$ cat config.mk
export PLATFORM = sky130hd
export DESIGN_NAME = range_sequencer
export DESIGN_NICKNAME = d
export VERILOG_FILES = /design/src/rtl/range_pkg.sv /design/src/rtl/sample_buffer.sv /design/src/rtl/range_sequencer.sv
export SDC_FILE = /design/constraint.sdc
export NUM_CORES = 1
export LEC_CHECK = 0
export ABC_CLOCK_PERIOD_IN_PS = 4550
export CORE_UTILIZATION = 30
export CTS_BUF_LIST = sky130_fd_sc_hd__clkbuf_8
export CTS_CLUSTER_SIZE = 16
export DETAILED_ROUTE_END_ITERATION = 7
export SLEW_MARGIN = 10
export SYNTH_ARGS = -nofsm -noshare
export SYNTH_HDL_FRONTEND = slang
export SYNTH_HIERARCHICAL = 1
export SYNTH_SLANG_ARGS = --single-unit
$ cat constraint.sdc
create_clock -name clock -period 4.55 [get_ports clock]
set_input_delay 1.365 -clock clock [delete_from_list [all_inputs] [get_ports clock]]
set_output_delay 1.365 -clock clock [all_outputs]
set_load 0.02 [all_outputs]
$ cat src/rtl/range_pkg.sv
// Shared types and constants for the range finder and its self-test sequencer.
package range_pkg;

  // Default sample/range width, shared with the range finder.
  localparam int RANGE_WIDTH = 10;

  // Sequencer control states.
  typedef enum logic [1:0] {
    IDLE,
    PLAY,
    CAPTURE,
    REPORT
  } seq_state_t;

endpackage

$ cat src/rtl/sample_buffer.sv
// Append-only sample store. It has a fill count, full detection, a clear
// input and an asynchronous read port.
module sample_buffer #(
  parameter int WIDTH = 10,
  parameter int DEPTH = 16,
  parameter int CW    = $clog2(DEPTH + 1),
  parameter int AW    = (DEPTH > 1) ? $clog2(DEPTH) : 1
) (
  input  logic             clock,
  input  logic             reset,
  input  logic             clear,
  input  logic             wr_en,
  input  logic [WIDTH-1:0] wr_data,
  input  logic [AW-1:0]    rd_idx,
  output logic [WIDTH-1:0] rd_data,
  output logic [CW-1:0]    count,
  output logic             full
);

  logic [WIDTH-1:0] mem [DEPTH];
  logic             do_write;

  assign full     = (count == CW'(DEPTH));
  assign do_write = wr_en && !full && !clear;
  assign rd_data  = mem[rd_idx];

  // Fill count: clear empties the buffer, and each accepted write appends one sample.
  always_ff @(posedge clock or negedge reset) begin
    if (!reset) begin
      count <= '0;
    end else if (clear) begin
      count <= '0;
    end else if (do_write) begin
      count <= count + CW'(1);
    end
  end

  // Sample storage.
  // NOTE: the array has no reset. Contents beyond count are never read, so resetting it only adds reset fan-out.
  always_ff @(posedge clock) begin
    if (do_write) begin
      mem[count[AW-1:0]] <= wr_data;
    end
  end

endmodule

$ cat src/rtl/range_sequencer.sv
// On-chip self-test driver for the range finder. It plays a stored sample
// sequence, captures the finder's answer and compares it with its own
// max - min.
module range_sequencer
  import range_pkg::*;
#(
  parameter int WIDTH = RANGE_WIDTH,
  parameter int DEPTH = 16
) (
  input  logic                       clock,
  input  logic                       reset,
  input  logic                       load_valid,
  input  logic [WIDTH-1:0]           load_data,
  output logic                       load_ready,
  input  logic                       clear,
  input  logic                       start,
  output logic                       busy,
  output logic [WIDTH-1:0]           data_out,
  output logic                       go,
  output logic                       finish,
  input  logic [WIDTH-1:0]           range_in,
  input  logic                       error_in,
  output logic [$clog2(DEPTH+1)-1:0] count,
  output logic [WIDTH-1:0]           expected,
  output logic [WIDTH-1:0]           result,
  output logic                       done,
  output logic                       pass
);

  localparam int CW = $clog2(DEPTH + 1);
  localparam int AW = (DEPTH > 1) ? $clog2(DEPTH) : 1;

  seq_state_t       state, state_next;
  logic [CW-1:0]    idx;        // index of the next sample to present
  logic [WIDTH-1:0] max_q, min_q;
  logic [WIDTH-1:0] span;
  logic [WIDTH-1:0] rd_data;
  logic [AW-1:0]    rd_idx;
  logic             err_q;
  logic             full;
  logic             is_idle;
  logic             start_go;

  assign is_idle    = (state == IDLE);
  assign start_go   = is_idle && start && (count != '0);
  assign load_ready = is_idle && !full;
  assign busy       = !is_idle;
  assign rd_idx     = is_idle ? '0 : idx[AW-1:0];
  assign span       = max_q - min_q;

  sample_buffer #(
    .WIDTH (WIDTH),
    .DEPTH (DEPTH),
    .CW    (CW),
    .AW    (AW)
  ) u_buffer (
    .clock   (clock),
    .reset   (reset),
    .clear   (is_idle && clear && !start_go),
    .wr_en   (is_idle && load_valid && !start_go),
    .wr_data (load_data),
    .rd_idx  (rd_idx),
    .rd_data (rd_data),
    .count   (count),
    .full    (full)
  );

  // State register.
  always_ff @(posedge clock or negedge reset) begin
    if (!reset) begin
      state <= IDLE;
    end else begin
      state <= state_next;
    end
  end

  // Next-state logic.
  // NOTE: the default assignment comes first so that every path assigns state_next and no latch is inferred.
  always_comb begin
    state_next = state;
    unique case (state)
      IDLE:    if (start_go) state_next = PLAY;
      PLAY:    if (finish)   state_next = CAPTURE;
      CAPTURE: state_next = REPORT;
      REPORT:  state_next = IDLE;
      default: state_next = IDLE;
    endcase
  end

  // Playback outputs, max/min tracking, capture, error flag and report.
  // NOTE: all state in this block uses non-blocking assignments. Every register then sees pre-edge values, whatever order the statements are written in.
  always_ff @(posedge clock or negedge reset) begin
    if (!reset) begin
      data_out <= '0;
      go       <= 1'b0;
      finish   <= 1'b0;
      idx      <= '0;
      max_q    <= '0;
      min_q    <= '0;
      err_q    <= 1'b0;
      result   <= '0;
      expected <= '0;
      pass     <= 1'b0;
      done     <= 1'b0;
    end else begin
      unique case (state)
        IDLE: begin
          if (start_go) begin
            data_out <= rd_data;
            go       <= 1'b1;
            finish   <= (count == CW'(1));
            idx      <= CW'(1);
            max_q    <= rd_data;
            min_q    <= rd_data;
            err_q    <= 1'b0;
            pass     <= 1'b0;
          end
        end
        PLAY: begin
          if (error_in) err_q <= 1'b1;
          if (finish) begin
            data_out <= '0;
            go       <= 1'b0;
            finish   <= 1'b0;
          end else begin
            data_out <= rd_data;
            go       <= 1'b0;
            finish   <= (idx == count - CW'(1));
            idx      <= idx + CW'(1);
            if (rd_data > max_q) max_q <= rd_data;
            if (rd_data < min_q) min_q <= rd_data;
          end
        end
        CAPTURE: begin
          result   <= range_in;
          expected <= span;
          err_q    <= err_q | error_in;
          pass     <= (range_in == span) && !err_q && !error_in;
          done     <= 1'b1;
        end
        REPORT: begin
          done <= 1'b0;
          idx  <= '0;
        end
        default: ;
      endcase
    end
  end

endmodule

==> results of run 1 <==
[per-layer routing]
layer | vias to the layer above | global-route usage (%) | share of wire (%)
li1 | 2826 | - | -
met1 | 3080 | 18.4 | 45
met2 | 151 | 22.7 | 48
met3 | 38 | 2.83 | 5.3
met4 | 0 | 4.35 | 2.0
met5 | - | 0 | 0
[worst max-delay path by stage]
stage | start | endpoint | slack (ns) | cells after the start
floorplan | state[0]$_DFFE_PN0P_ | min_q[0]$_DFFE_PN0P_ | 0.95 | 14
global placement | state[0]$_DFFE_PN0P_ | min_q[0]$_DFFE_PN0P_ | 0.47 | 13
detailed placement | state[0]$_DFFE_PN0P_ | min_q[7]$_DFFE_PN0P_ | 0.42 | 13
CTS | state[0]$_DFFE_PN0P_ | min_q[0]$_DFFE_PN0P_ | 0.36 | 13
global route | state[0]$_DFFE_PN0P_ | min_q[0]$_DFFE_PN0P_ | 0.10 | 13
finish | state[0]$_DFFE_PN0P_ | min_q[0]$_DFFE_PN0P_ | 0.37 | 13
[sequential cells by signal, indices dropped and copies added (netlist names)]
register,flops
u_buffer/mem,160
data_out,10
expected,10
max_q,10
min_q,10
result,10
idx,5
u_buffer/count,5
state,2
done,1
err_q,1
finish,1
go,1
pass,1
[metrics by stage]
step | power (uW) | cells | hold slack [ns]
global placement | 6720 | 1197 | 0.471
CTS | 8500 | 1265 | 0.486
global route | 8970 | 1265 | 0.516
detailed placement | 6770 | 1197 | 0.474
finish | 8390 | 1265 | 0.484
floorplan | 5610 | 681 | 0.482
[synthesized netlist by cell type (12+ instances only)]
cell type | count | area, um2
mux4_2 | 28 | 631
inv_1 | 33 | 124
a22oi_1 | 21 | 158
dfrtp_1 | 67 | 1680
mux2_2 | 27 | 304
nand2_1 | 42 | 158
ha_1 | 39 | 488
nand3_1 | 12 | 60.1
xor2_1 | 13 | 114
o21ai_0 | 21 | 105
xnor2_1 | 13 | 114
a21oi_1 | 26 | 130
nor2_1 | 24 | 90.1
mux4_1 | 12 | 315
edfxtp_1 | 160 | 4800
nor3_1 | 13 | 65.1
[layout make-up]
cell class              count  area (um2)  share of cell area, %
flip-flops and latches    227        6480                   52.3
well taps                 448         561                   4.52
repair buffers             95         898                   7.25
clock inverters            29         165                   1.33
clock buffers              39         537                   4.33
inverters                  34         128                   1.03
multi-input cells         393        3630                   29.3
[power by group]
part / switching (uW) / internal [uW] / leakage [uW] / total, uW
Sequential: 248 / 2540 / 0.00226 / 2790
Clock: 834 / 866 / 0.000406 / 1700
Combinational: 2040 / 1860 / 0.00194 / 3900
Total: 3120 / 5260 / 0.00461 / 8390
[logic make-up (layout without fill, tap and decap cells)]
logic type / after synthesis / in the layout / share of synthesized area, %
multiplexers: 81 / 81 / 13.9
AO/OA/AOI/OAI: 101 / 101 / 6.45
flip-flops: 227 / 227 / 62.4
AND/OR/NAND/NOR: 145 / 145 / 7.33
buffers and inverters: 61 / 197 / 2.82
XOR/XNOR: 26 / 26 / 2.19
adder cells (fa/ha/maj): 40 / 40 / 4.89
[worst max-delay path, delay by kind of cell, from the launching register on]
family,cells,cell delay [ns]
multiplexers,2,0.93
adder cells (fa/ha/maj),2,0.65
buffers and inverters,2,0.37
AO/OA/AOI/OAI,3,0.70
AND/OR/NAND/NOR,4,0.96
flip-flops,1,0.40
==> results.sh, run 1 <==
export IMPL_synth_nets=747
export IMPL_tns_ns=0
export IMPL_grt_max_degree=46
export IMPL_wl_um=23900
export IMPL_synth_avg_cell_area_um2=15.2
export IMPL_ys_seq_elements=227
export IMPL_cpPeakStageDelay_ns=0.59
export IMPL_design_area_mm2=0.0124
export IMPL_die_y_um=188
export IMPL_critPathLaunchType="flip-flop"
export IMPL_timing_rr_start="state[0]$_DFFE_PN0P_"
export IMPL_hold_viol_final=0
export IMPL_vias=6095
export IMPL_leakage_uw=0.00461
export IMPL_clock_skew_ns=0.0334
export IMPL_synth_warnings=6
export IMPL_regToRegSetupSlack_ns=0.37
export IMPL_wl_per_cell_um=18.9
export IMPL_dp_hpwl_um=15500
export IMPL_setup_viol=0
export IMPL_cp_max_fo=37
export IMPL_cp_common_cell="ha_1"
export IMPL_syn_to_final_growth_pct=19.4
export IMPL_synth_edf_count=160
export IMPL_antenna_found_initial=0
export IMPL_nNetsFinal=855
export IMPL_post_cts_buffers=0
export IMPL_min_from="data_out[4]$_DFFE_PN0P_"
export IMPL_cts_buffers=38
export IMPL_cts_sinks=227
export IMPL_coreArea_mm2=0.0338
export IMPL_synthFlopType="edfxtp_1"
export IMPL_synth_area_mm2=0.0104
export IMPL_n_fill_cell=3227
export IMPL_antenna_cells=0
export IMPL_fmax_mhz=239
export IMPL_htree_levels=2
export IMPL_rr_worst_depth=13
export IMPL_cp_end_kind="flip-flop"
export IMPL_drive_gt1_share_pct=19.1
export IMPL_hold_path_endpoint="data_out[4]$_DFFE_PN0P_"
export IMPL_placed_area_mm2=0.0117
export IMPL_worstHoldPathType="flip-flop to flip-flop"
export IMPL_worst_slack_ns=0.367
export IMPL_clk_latency_ns=0.55
export IMPL_vias_per_cell=4.82
export IMPL_worstPathCellList="inv_1, ha_1, nor2b_4, buf_12, mux4_1, a22oi_1, nand2_1, ha_1, and3_1, a221oi_1, a21oi_1, nor2_4, mux2_4"
export IMPL_grt_pass1_vias=6311
export IMPL_critical_path_required_ns=4.96
export IMPL_ir_drop_uv=305
export IMPL_portBuffers=66
export IMPL_final_cell_mix="160 x edfxtp_1, 67 x dfrtp_1, 65 x clkdlybuf4s50_1"
export IMPL_rsz0062_at_grt="false"
export IMPL_track_usage_pct=13.9
export IMPL_rows=67
export IMPL_path_class="flip-flop to flip-flop"
export IMPL_cts_tree="built"
export IMPL_postRouteAntennaNets=0
export IMPL_final_common_cell="edfxtp_1"
export IMPL_first_pass_iters=4
export IMPL_synthCells=681
export IMPL_synthArstFlopShare_pct=29.5
export IMPL_start_util_pct=30.7
export IMPL_ios=67
export IMPL_maxCapViolCount=0
export IMPL_timing_rr_end="min_q[0]$_DFFE_PN0P_"
export IMPL_clk_pin_slew_worst_paths_ns=0.06
export IMPL_dieArea_mm2=0.0353
export IMPL_worstMarginPinSlew_ns=0.769
export IMPL_arrival_ns=4.59
export IMPL_status="complete, no violations"
export IMPL_fin_crit_sh_pct=91.9
export IMPL_gp_congestion=0.777
export IMPL_drtIter0Drc=332
export IMPL_cts_path_max_buffers=3
export IMPL_yosysSeqAreaShare_pct=62.4
export IMPL_drcViolationCount=0
export IMPL_slew_violations=0
export IMPL_maxSlewHeadroom_pct=48.7
export IMPL_synth_cell_types=63
export IMPL_cts_hold_buf=0
export IMPL_min_path_cells=2
export IMPL_slowest_stage="mux4_1"
export IMPL_root_buffer="clkbuf_8"
export IMPL_powerDensity_mw_per_mm2=677
export IMPL_grt_remaining_overflow=0
export IMPL_grt_pass1_wl_um=37300
export IMPL_post_cts_resized=0
export IMPL_dp_slack_ns=0.419
export IMPL_die_x_um=188
export IMPL_final_min_clock_period_ns=4.18
export IMPL_fin_util_pct=36.7
No activity file was read; power rests on OpenSTA's default activity.
==> run 2: changes to the inputs <==
Settings changed: SKIP_CTS_REPAIR_TIMING set to 1.
==> results of run 2 <==
No change in the layout: final DEF, timing and power equal those of run 1.
